`config.mk`:
```
export PLATFORM = sky130hd
export DESIGN_NAME = gpio_irq
export DESIGN_NICKNAME = d
export VERILOG_FILES = /design/src/rtl/gpio_pkg.sv /design/src/rtl/gpio_sync.sv /design/src/rtl/gpio_irq.sv
export SDC_FILE = /design/constraint.sdc
export NUM_CORES = 1
export LEC_CHECK = 0
export BUFFER_PORTS_ARGS = -buffer_cell sky130_fd_sc_hd__buf_2
export CAP_MARGIN = 20
export CORE_AREA = 3 3 91 93
export CTS_BUF_LIST = sky130_fd_sc_hd__clkbuf_4
export CTS_CLUSTER_SIZE = 16
export DETAILED_ROUTE_END_ITERATION = 8
export DIE_AREA = 0 0 94 96
export GPL_ROUTABILITY_DRIVEN = 0
export PLACE_DENSITY = 0.78
export SLEW_MARGIN = 10
export SYNTH_ARGS = -nofsm -noshare
export SYNTH_HDL_FRONTEND = slang
export SYNTH_SLANG_ARGS = --single-unit
```
`constraint.sdc`:
```
create_clock -name clk -period 1.6 [get_ports clk]
set_clock_uncertainty 0.2 [all_clocks]
set_input_delay 0.4 -clock clk [delete_from_list [all_inputs] [get_ports clk]]
set_output_delay 0.4 -clock clk [all_outputs]
set_load 0.1 [all_outputs]
```
`src/rtl/gpio_pkg.sv`:
```
// -----------------------------------------------------------------------------
// gpio_pkg
//
// Shared definitions for the GPIO block with edge-triggered interrupts.
//
// Contents:
//   REG_W        width of the register bus (write data and read data)
//   ADDR_W       width of the register index
//   ADDR_*       register index map used by gpio_irq and by software models
//   SYNC_MAX     deepest supported input synchroniser
// -----------------------------------------------------------------------------
package gpio_pkg;

    localparam int REG_W    = 32;
    localparam int ADDR_W   = 3;
    localparam int SYNC_MAX = 4;

    // Register index map. OUT_SET / OUT_CLR / OUT_TGL are write-side views of
    // OUT and read back as OUT. STATUS is write-1-to-clear.
    localparam logic [ADDR_W-1:0] ADDR_DIR     = 3'd0;
    localparam logic [ADDR_W-1:0] ADDR_OUT     = 3'd1;
    localparam logic [ADDR_W-1:0] ADDR_OUT_SET = 3'd2;
    localparam logic [ADDR_W-1:0] ADDR_OUT_CLR = 3'd3;
    localparam logic [ADDR_W-1:0] ADDR_OUT_TGL = 3'd4;
    localparam logic [ADDR_W-1:0] ADDR_RISE_EN = 3'd5;
    localparam logic [ADDR_W-1:0] ADDR_FALL_EN = 3'd6;
    localparam logic [ADDR_W-1:0] ADDR_STATUS  = 3'd7;

endpackage : gpio_pkg

```
`src/rtl/gpio_sync.sv`:
```
// -----------------------------------------------------------------------------
// gpio_sync
//
// Multi-flop synchroniser for asynchronous pad inputs. Each bit is sampled
// independently; no attempt is made to keep bits of a bus coherent, which is
// fine for GPIO since every pin is an independent signal.
//
// Parameters:
//   WIDTH        number of bits synchronised (1..32)
//   SYNC_STAGES  number of flip-flops in the chain (2..4)
//
// Ports:
//   clk     in   destination clock
//   rst_n   in   asynchronous active-low reset, clears every stage
//   d       in   raw asynchronous inputs
//   q       out  synchronised inputs, SYNC_STAGES cycles after d
// -----------------------------------------------------------------------------
module gpio_sync
    import gpio_pkg::*;
#(
    parameter int WIDTH       = 8,
    parameter int SYNC_STAGES = 2
) (
    input  logic             clk,
    input  logic             rst_n,
    input  logic [WIDTH-1:0] d,
    output logic [WIDTH-1:0] q
);

    logic [WIDTH-1:0] stage_q [SYNC_STAGES];

    always_ff @(posedge clk or negedge rst_n) begin
        if (!rst_n) begin
            for (int i = 0; i < SYNC_STAGES; i++) begin
                stage_q[i] <= '0;
            end
        end else begin
            stage_q[0] <= d;
            for (int i = 1; i < SYNC_STAGES; i++) begin
                stage_q[i] <= stage_q[i-1];
            end
        end
    end

    assign q = stage_q[SYNC_STAGES-1];

endmodule : gpio_sync

```
`src/rtl/gpio_irq.sv`:
```
// -----------------------------------------------------------------------------
// gpio_irq
//
// General-purpose I/O block: per-pin direction and output value registers,
// synchronised pin inputs with per-pin rising/falling edge detection, a
// sticky write-1-to-clear STATUS register and a registered level interrupt.
// Pad tristate buffers live in the board top and are built from pin_o/pin_oe.
//
// Register interface: valid is a one-cycle write strobe with no back-pressure
// (there is no ready); every cycle with valid=1 performs exactly one write of
// data to register addr at the next rising edge. Reads need no strobe: data_o
// is registered every cycle from the register selected by addr.
//
// Parameters:
//   WIDTH        number of pins (1..32)
//   SYNC_STAGES  input synchroniser depth (2..4)
//
// Ports:
//   clk     in   single clock, all state updates on the rising edge
//   rst_n   in   asynchronous assert, active-low reset
//   valid   in   write strobe
//   addr    in   register index for both write and read
//   data    in   write data; bits at WIDTH and above are ignored
//   data_o  out  registered read data for addr; bits at WIDTH and above are 0
//   pin_i   in   raw pad inputs, asynchronous to clk
//   pin_o   out  pad output values (OUT register)
//   pin_oe  out  pad output enables, 1 = drive (DIR register)
//   irq     out  registered OR of STATUS
// -----------------------------------------------------------------------------
module gpio_irq
    import gpio_pkg::*;
#(
    parameter int WIDTH       = 8,
    parameter int SYNC_STAGES = 2
) (
    input  logic              clk,
    input  logic              rst_n,
    input  logic              valid,
    input  logic [ADDR_W-1:0] addr,
    input  logic [REG_W-1:0]  data,
    output logic [REG_W-1:0]  data_o,
    input  logic [WIDTH-1:0]  pin_i,
    output logic [WIDTH-1:0]  pin_o,
    output logic [WIDTH-1:0]  pin_oe,
    output logic              irq
);

    // Warm-up counter: after reset release the synchroniser and history
    // register are still flushing their reset zeros, so a pin held high
    // through reset would look like a rising edge. Edge detection stays
    // masked until the counter reaches zero.
    localparam int                WARM_INIT = SYNC_STAGES + 1;
    localparam int                WARM_W    = $clog2(WARM_INIT + 1);
    localparam logic [WARM_W-1:0] WARM_LOAD = WARM_W'(WARM_INIT);

    // ---------------------------------------------------------------------
    // State
    // ---------------------------------------------------------------------
    logic [WIDTH-1:0]  dir_q;
    logic [WIDTH-1:0]  out_q;
    logic [WIDTH-1:0]  rise_en_q;
    logic [WIDTH-1:0]  fall_en_q;
    logic [WIDTH-1:0]  status_q;
    logic [WIDTH-1:0]  hist_q;
    logic [WARM_W-1:0] warm_q;
    logic [REG_W-1:0]  data_o_q;
    logic              irq_q;

    // ---------------------------------------------------------------------
    // Combinational next-state
    // ---------------------------------------------------------------------
    logic [WIDTH-1:0]  sampled;
    logic [WIDTH-1:0]  wdata;
    logic [WIDTH-1:0]  dir_d;
    logic [WIDTH-1:0]  out_d;
    logic [WIDTH-1:0]  rise_en_d;
    logic [WIDTH-1:0]  fall_en_d;
    logic [WIDTH-1:0]  status_d;
    logic [WIDTH-1:0]  rise;
    logic [WIDTH-1:0]  fall;
    logic [WIDTH-1:0]  set_mask;
    logic [WIDTH-1:0]  clr_mask;
    logic              warm_done;
    logic [REG_W-1:0]  rd_word;

    // Upper write-data bits are deliberately dropped for narrow instances.
    logic              unused_data;
    assign unused_data = ^data;

    assign wdata = data[WIDTH-1:0];

    gpio_sync #(
        .WIDTH       (WIDTH),
        .SYNC_STAGES (SYNC_STAGES)
    ) u_sync (
        .clk   (clk),
        .rst_n (rst_n),
        .d     (pin_i),
        .q     (sampled)
    );

    // Edge detection compares the synchronised value with its one-cycle
    // history.
    assign warm_done = (warm_q == '0);
    assign rise      = sampled & ~hist_q;
    assign fall      = ~sampled & hist_q;

    // Register writes.
    always_comb begin
        dir_d     = dir_q;
        out_d     = out_q;
        rise_en_d = rise_en_q;
        fall_en_d = fall_en_q;
        clr_mask  = '0;
        if (valid) begin
            case (addr)
                ADDR_DIR:     dir_d     = wdata;
                ADDR_OUT:     out_d     = wdata;
                ADDR_OUT_SET: out_d     = out_q | wdata;
                ADDR_OUT_CLR: out_d     = out_q & ~wdata;
                ADDR_OUT_TGL: out_d     = out_q ^ wdata;
                ADDR_RISE_EN: rise_en_d = wdata;
                ADDR_FALL_EN: fall_en_d = wdata;
                ADDR_STATUS:  clr_mask  = wdata;
                default:      ;
            endcase
        end
    end

    // STATUS: enables gate only new edges, so bits already set stay set when
    // an enable is later cleared. Set is applied after clear, so a
    // simultaneous W1C and qualifying edge leaves the bit at 1.
    always_comb begin
        set_mask = '0;
        if (warm_done) begin
            set_mask = (rise & rise_en_q) | (fall & fall_en_q);
        end
        status_d = (status_q & ~clr_mask) | set_mask;
    end

    // Read mux. The write-only views of OUT read back as OUT; the raw
    // synchronised pin values are intentionally not visible.
    always_comb begin
        rd_word = '0;
        case (addr)
            ADDR_DIR:     rd_word[WIDTH-1:0] = dir_q;
            ADDR_OUT,
            ADDR_OUT_SET,
            ADDR_OUT_CLR,
            ADDR_OUT_TGL: rd_word[WIDTH-1:0] = out_q;
            ADDR_RISE_EN: rd_word[WIDTH-1:0] = rise_en_q;
            ADDR_FALL_EN: rd_word[WIDTH-1:0] = fall_en_q;
            ADDR_STATUS:  rd_word[WIDTH-1:0] = status_q;
            default:      ;
        endcase
    end

    // ---------------------------------------------------------------------
    // Sequential
    // ---------------------------------------------------------------------
    always_ff @(posedge clk or negedge rst_n) begin
        if (!rst_n) begin
            dir_q     <= '0;
            out_q     <= '0;
            rise_en_q <= '0;
            fall_en_q <= '0;
            status_q  <= '0;
            hist_q    <= '0;
            warm_q    <= WARM_LOAD;
            data_o_q  <= '0;
            irq_q     <= 1'b0;
        end else begin
            dir_q     <= dir_d;
            out_q     <= out_d;
            rise_en_q <= rise_en_d;
            fall_en_q <= fall_en_d;
            status_q  <= status_d;
            hist_q    <= sampled;
            if (!warm_done) begin
                warm_q <= warm_q - 1'b1;
            end
            data_o_q  <= rd_word;
            // irq follows the current STATUS, so it lags STATUS by a cycle.
            irq_q     <= |status_q;
        end
    end

    // Reset clears these registers asynchronously, so pads are released and
    // irq drops as soon as rst_n falls.
    assign pin_o  = out_q;
    assign pin_oe = dir_q;
    assign data_o = data_o_q;
    assign irq    = irq_q;

endmodule : gpio_irq

```
==> summary.md, run 1 <==
| Metric | Value |
|---|---|
| Wire length on met2 | 5650 µm |
| Ratio of cells with drive above 1 in the final layout | 0.417 |
| Metal3 WL | 628 µm |
| CTS buffer count | 9 |
| Worst skew pair latency | 0.42 ns |
| Antenna violations before repair | 0 |
| Area added between synthesis and finish | 45.0% |
| Largest net degree at the start of global routing | 25 |
| Switching Share | 0.420 |
| Port bufs | 46 |
| Max IR drop VDD | 0.000780 V |
| Antenna cells | 0 |
| Post-place setup slack | -0.306 ns |
| Avg Inst Size Synth | 10.9 µm² |
| CP Capture Type | output port |
| Peak Freq | 546 MHz |
| H-tree depth | 3 |
| TritonCTS clock tree | done |
| Worst EP arrival | 1.23 ns |
| Mapped Area | 3760 µm² |
| Post-synth top flop | dfrtp_1 |
| DRT Pass-1 Iters | 5 |
| Mapped Cells | 344 |
| 1st-iter DRT viols | 280 |
| Detailed-route via count | 3253 |
| Longest Clk Path Bufs | 2 |
| Initial core utilization | 0.494 |
| Crit path kind | reg -> out |
| Worst-path maximum fanout | 2 |
| Lkg Pwr | 2.49 nW |
| Post-Route Utilization | 0.717 |
| M1 WL | 4140 µm |
| Failing checks | negative setup slack |
| Die W | 94 µm |
| Vias/cell | 5.64 |
| Rows | 32 |
| Final hold vios | 0 |
| Sw power | 2.78 mW |
| Maxcap violations | 0 |
| Status | finished with violations |
| Global-route wire length before repair | 16800 µm |
| Sink Count | 75 |
| Unrepaired setup endpoints after global routing | true |
| PwrDens | 1220 nW/µm² |
| Dpl hpwl | 7020 µm |
| Seq pwr share | 0.369 |
| CTS Root Cell | clkbuf_4 |
| Post-synth ARST share | 1.00 |
| Post-synthesis sequential area ratio | 0.500 |
| Worst-path cell chain | buf_6 -> buf_12 |
| Worst-path clk slew | 0.12 ns |
| Routed WL | 10800 µm |
| Power Total | 6.63 mW |
| Yosys Warn Count | 0 |
| Number of enable flip-flop cells after synthesis | 0 |
| IO Pins | 95 |
| Logic pwr share | 0.453 |
| Layout Nets | 533 |
| Design area | 5450 µm² |
| # fillers | 492 |
| Die height | 96 µm |
| Highest routed layer | met4 |
| Vias in the first global route | 3284 |
| Grt total ovfl | 0 |
| Yosys cell types | 45 |
| Most common cell after layout, fill and taps aside | dfrtp_1 |
| Path category of the worst min-delay check | in -> reg |
| Drc violations | 0 |
| ANT nets after route | 0 |
| Crit path setup slack, layout | -0.230 ns |
| Core Region | 7610 µm² |
| Fin crit share | 1.14 |
| GRT Overall Usage | 0.245 |
| Clock power share | 0.178 |
| Min Clock Period, post-route | 1.83 ns |
| Most frequent cells in the layout | dfrtp_1, buf_4, nand2_1 |
| Total placed cells including tap cells | 530 |
| Critical path's slowest cell | dfrtp_4 |
| Int Power | 3.85 mW |
| Critical Path Max Stage Delay | 0.52 ns |
| Post-DP Area | 4860 µm² |
| Final Max Slew Viols | 0 |
| #FFs+latches synth | 75 |
| Setup crit start kind | register |
| CP required | 1.00 ns |
| Post-Layout Cell Count | 577 |
| WL/cell | 18.7 µm |
| Die area | 9020 µm² |
| Final setup fails | 34 |
Yosys cell counts (all sizes together), types with 2 or more instances:
master  number  area share
o31ai       10       0.020
nand4b       2      0.0047
nand3b      13       0.026
mux2i        8       0.021
mux2         8       0.024
ha          17       0.057
a22o         8       0.019
a31oi        4      0.0067
dfstp        2       0.014
a211o        3      0.0070
nand2       39       0.039
buf         36       0.069
a21oi       12       0.016
nor3         2      0.0057
or3b         5       0.012
a41oi        3      0.0070
nand3        7      0.0093
nor4bb       2      0.0053
nor4         2      0.0033
nor2         7       0.012
inv         20       0.020
clkbuf       6      0.0060
mux4         5       0.030
o32ai        5       0.012
o21ai       34       0.046
dfrtp       73        0.49
worst max-delay path: cells and delay by family (launching register included):
kind / cells / cell delay [ns]
DFF: 1 / 0.52
buffers and inverters: 2 / 0.30
cell families (layout without fill, tap and decap cells):
family	after synthesis	in the layout	share of synthesized area
AO/OA/AOI/OAI	81	81	0.137
XOR/XNOR	1	1	0.00233
adder cells (fa/ha/maj)	17	17	0.0566
buffers and inverters	62	170	0.0951
flip-flops	75	75	0.500
multiplexers	21	21	0.0752
other	1	24	0.000997
AND/OR/NAND/NOR	86	86	0.133
routing by layer:
metal,GRT usage,up-vias
met4,0.105,0
met2,0.419,180
met3,0.0532,41
li1,-,1431
met5,0,-
met1,0.301,1601
flip-flops by register name, summed over array words and instances (netlist names), 8 cells and up:
register / flops
u_sync.stage_q: 8
rise_en_q: 8
data_o: 8
fall_en_q: 8
status_q: 8
pin_o: 8
hist_q: 8
u_sync.q: 8
pin_oe: 8
cell type report:
type                            count  area [µm²]  share of cell area
Timing Repair Buffer              134        1420               0.261
Sequential cell                    75        1910               0.350
Inverter                           20        87.6              0.0161
Clock inverter                      7        76.3              0.0140
Tap cell                          102         128              0.0234
Multi-Input combinational cell    230        1760               0.323
Clock buffer                        9        67.6              0.0124
power groups by stage:
stage / Sequential [mW] / Combinational, mW / Clock [mW]
finish: 2.44 / 3.00 / 1.18
detailed placement: 2.49 / 2.61 / 0
global route: 2.47 / 3.12 / 1.30
floorplan: 3.31 / 0.809 / 0
global placement: 2.46 / 2.56 / 0
CTS: 2.43 / 2.91 / 1.21
worst paths after layout:
| kind | slack, ns | to | depth (start not counted) | startpoint |
|---|---|---|---|---|
| min in group asynchronous | 0.18 | status_q[3] | 2 | rst_n |
| min reg2reg | 0.16 | u_sync.q[5] | 0 | u_sync.stage_q[13] |
| max in group asynchronous | 0.52 | status_q[0] | 3 | rst_n |
| max | -0.23 | pin_o[2] | 2 | pin_o[2] |
| max reg2reg | -0.19 | pin_o[7] | 6 | pin_o[7] |
| min | 0.14 | pin_oe[0] | 3 | data[0] |
timing repair:
item                       in CTS  in global routing
resized for setup              29                 15
setup endpoints to repair      31                 38
hold buffers                    9                  0
buffers inserted               20                  5
pin swaps                      18                 16
hold endpoints to repair       83                  0
through the flow:
stage / hold slack (ns) / TNS (ns)
floorplan: -0.0956 / -2.77
global route: 0.113 / -4.46
global placement: 0.106 / -7.13
detailed placement: 0.103 / -8.40
CTS: 0.0955 / -3.31
finish: 0.137 / -3.04
Power figures use the tool's default switching activity.
==> run 2, diff against run 1 <==
Settings changed: SETUP_SLACK_MARGIN set to 0.15, SYNTH_HIERARCHICAL set to 1.
==> run 2 against run 1 <==
The flow still finishes with violations (negative setup slack). Synthesized cell count up 1.2%. Total power up 3.9%. Sequential power up 2%. Register-to-register slack better by 0.02 ns. Combinational power up 3%. Critical path depth unchanged. Global-route usage down 4.3 points. Hold slack worse by 0.090 ns. Area after synthesis unchanged. Clock power up 12%. Critical endpoint is now pin_o[1]. Highest routed layer unchanged.
==> summary.md, run 2 <==
| Metric | Value |
|---|---|
| Final hold vios | 0 |
| Path category of the worst min-delay check | in -> reg |
| Vias in the first global route | 2809 |
| Multi-input gate area in the final layout | 1750 µm² |
| CP required | 1.00 ns |
| Layout Nets | 520 |
| Mapped Area | 3760 µm² |
| Die height | 96 µm |
| Post-synth ARST share | 1.00 |
| Critical path's slowest cell | dfrtp_4 |
| Worst-path cell chain | buf_6 -> buf_12 |
| Largest net degree at the start of global routing | 40 |
| DRT Pass-1 Iters | 4 |
| Crit path setup slack, layout | -0.207 ns |
| Setup total negative slack | -2.30 ns |
| Status | finished with violations |
| Worst EP arrival | 1.21 ns |
| Crit path buf inv count | 2 |
| Critical Path Max Stage Delay | 0.50 ns |
| Global-route wire length before repair | 13900 µm |
| ANT nets after route | 0 |
| TritonCTS clock tree | done |
| Most frequent cells in the layout | buf_4, nand2_1, dfrtp_1 |
| Maxcap violations | 0 |
| #FFs+latches synth | 75 |
| Dpl hpwl | 5920 µm |
| PwrDens | 1290 nW/µm² |
| Failing checks | negative setup slack |
| Post-DP Area | 4710 µm² |
| Yosys Warn Count | 6 |
| Grt total ovfl | 0 |
| Global routing's busiest layer | met2 |
| Initial core utilization | 0.494 |
| Area contributors post-synth | dfrtp_1, buf_4, ha_1 |
| GRT met2 Usage | 0.322 |
| Drc violations | 0 |
| Top cells by count, synth | dfrtp_1, nand2_1, buf_4 |
| Post-place setup slack | -0.241 ns |
| Most common cell after layout, fill and taps aside | buf_4 |
| Mapped Cells | 348 |
| Crit path kind | reg -> out |
| Crit path max-delay family | flip-flops |
| Top-area cell type share of the netlist area | 0.486 |
| Vias/cell | 5.35 |
| Worst-path maximum fanout | 2 |
| Routed WL | 9340 µm |
| Number of enable flip-flop cells after synthesis | 0 |
| Min Clock Period, post-route | 1.81 ns |
| H-tree depth | 3 |
| Fin crit share | 1.13 |
| Sink Count | 75 |
| Post-synth top flop | dfrtp_1 |
| CP Capture Type | output port |
| Setup crit start kind | register |
| FF+latch area | 1930 µm² |
| IO Pins | 95 |
| # fillers | 483 |
| Peak Freq | 554 MHz |
| CTS buffer count | 9 |
| Post-Route Utilization | 0.704 |
| Detailed-route via count | 3017 |
| Antenna violations before repair | 0 |
| Core Region | 7610 µm² |
| Worst-path clk slew | 0.12 ns |
| Longest Clk Path Bufs | 2 |
| Die W | 94 µm |
| Port bufs | 46 |
| Lkg Pwr | 2.44 nW |
| Largest area contributor in the netlist | dfrtp_1 |
| CTS Root Cell | clkbuf_4 |
| Met1 Use GR | 0.258 |
| Final Max Slew Viols | 0 |
| 1st-iter DRT viols | 286 |
| Count leader, synth | dfrtp_1 |
| Avg Inst Size Synth | 10.8 µm² |
| Ratio of cells with drive above 1 in the final layout | 0.450 |
| Antenna cells | 0 |
| Post-synthesis sequential area ratio | 0.500 |
| Area added between synthesis and finish | 42.3% |
| Rows | 32 |
| Max IR drop VDD | 0.000554 V |
| Design area | 5350 µm² |
| GRT Overall Usage | 0.202 |
| Unrepaired setup endpoints after global routing | true |
| Worst skew pair latency | 0.43 ns |
| Die area | 9020 µm² |
| Yosys cell types | 45 |
| WL/cell | 16.6 µm |
| Met3 Usage GRT | 0.0399 |
| Final setup fails | 30 |
==> run 2: area by class of cell <==
| type | instances | share of cell area |
|---|---|---|
| Sequential cell | 75 | 0.360 |
| Multi-Input combinational cell | 224 | 0.327 |
| Timing Repair Buffer | 123 | 0.240 |
| Tap cell | 102 | 0.0238 |
| Inverter | 24 | 0.0196 |
| Clock inverter | 7 | 0.0168 |
| Clock buffer | 9 | 0.0126 |
==> run 2: cells by family after synthesis <==
kind of cell	count (synthesis)	synth area share
AOI/OAI and AO/OA	64	0.109
xor gates and xnor gates	3	0.00699
adders and majority gates	17	0.0566
buffers and inverters	72	0.114
DFF	75	0.500
muxes	29	0.0985
other	1	0.000997
and+or+nand+nor	87	0.114
==> run 2: worst reg2reg max path: stages (launching register included) <==
cell and delay [ns]:
dfrtp_4 0.50, buf_4 0.14, inv_1 0.07, ha_1 0.15, nor2_1 0.06, a21oi_2 0.17, o221ai_2 0.12, mux2_2 0.27
==> run 2: stage by stage <==
step | instances | hold WS (ns) | power (mW)
after floorplan | 371 | -0.0956 | 4.26
after global placement | 518 | 0.0743 | 5.13
after CTS | 562 | 0.0175 | 6.74
after detailed placement | 518 | 0.0761 | 5.20
after global routing | 564 | 0.00678 | 7.18
final | 564 | 0.0466 | 6.89
==> run 2: path summary, 6_finish.rpt <==
| check | startpoint | to | slack (ns) | depth (start not counted) |
|---|---|---|---|---|
| max | pin_o[1] | pin_o[1] | -0.21 | 2 |
| min | data[6] | pin_oe[6] | 0.05 | 2 |
| max reg2reg | pin_o[1] | pin_o[1] | -0.17 | 7 |
| min reg2reg | u_sync/stage_q[14] | u_sync/q[6] | 0.16 | 0 |
| max in group asynchronous | rst_n | warm_q[1] | 0.50 | 3 |
| min in group asynchronous | rst_n | fall_en_q[6] | 0.17 | 2 |
==> run 2: timing repair <==
item | in CTS | in global routing
gates cloned | 0 | 0
endpoints found under the setup margin | 41 | 41
pin swaps | 15 | 6
hold endpoints to repair | 81 | 0
gates resized for setup | 24 | 32
setup buffers | 19 | 2
hold buffers | 9 | 0
==> run 2: report_power, final <==
part           switching, mW  leakage (nW)  total, mW  internal (mW)
Clock                  0.683        0.0858       1.32          0.632
Combinational           1.90          1.50       3.10           1.20
Sequential             0.260         0.851       2.48           2.22
Total                   2.85          2.44       6.89           4.04
==> run 2: metal layers <==
layer / vias to the layer above / wire (µm)
li1: 1361 / -
met1: 1486 / 3830
met2: 146 / 4700
met3: 24 / 530
met4: 0 / 281
met5: - / 0
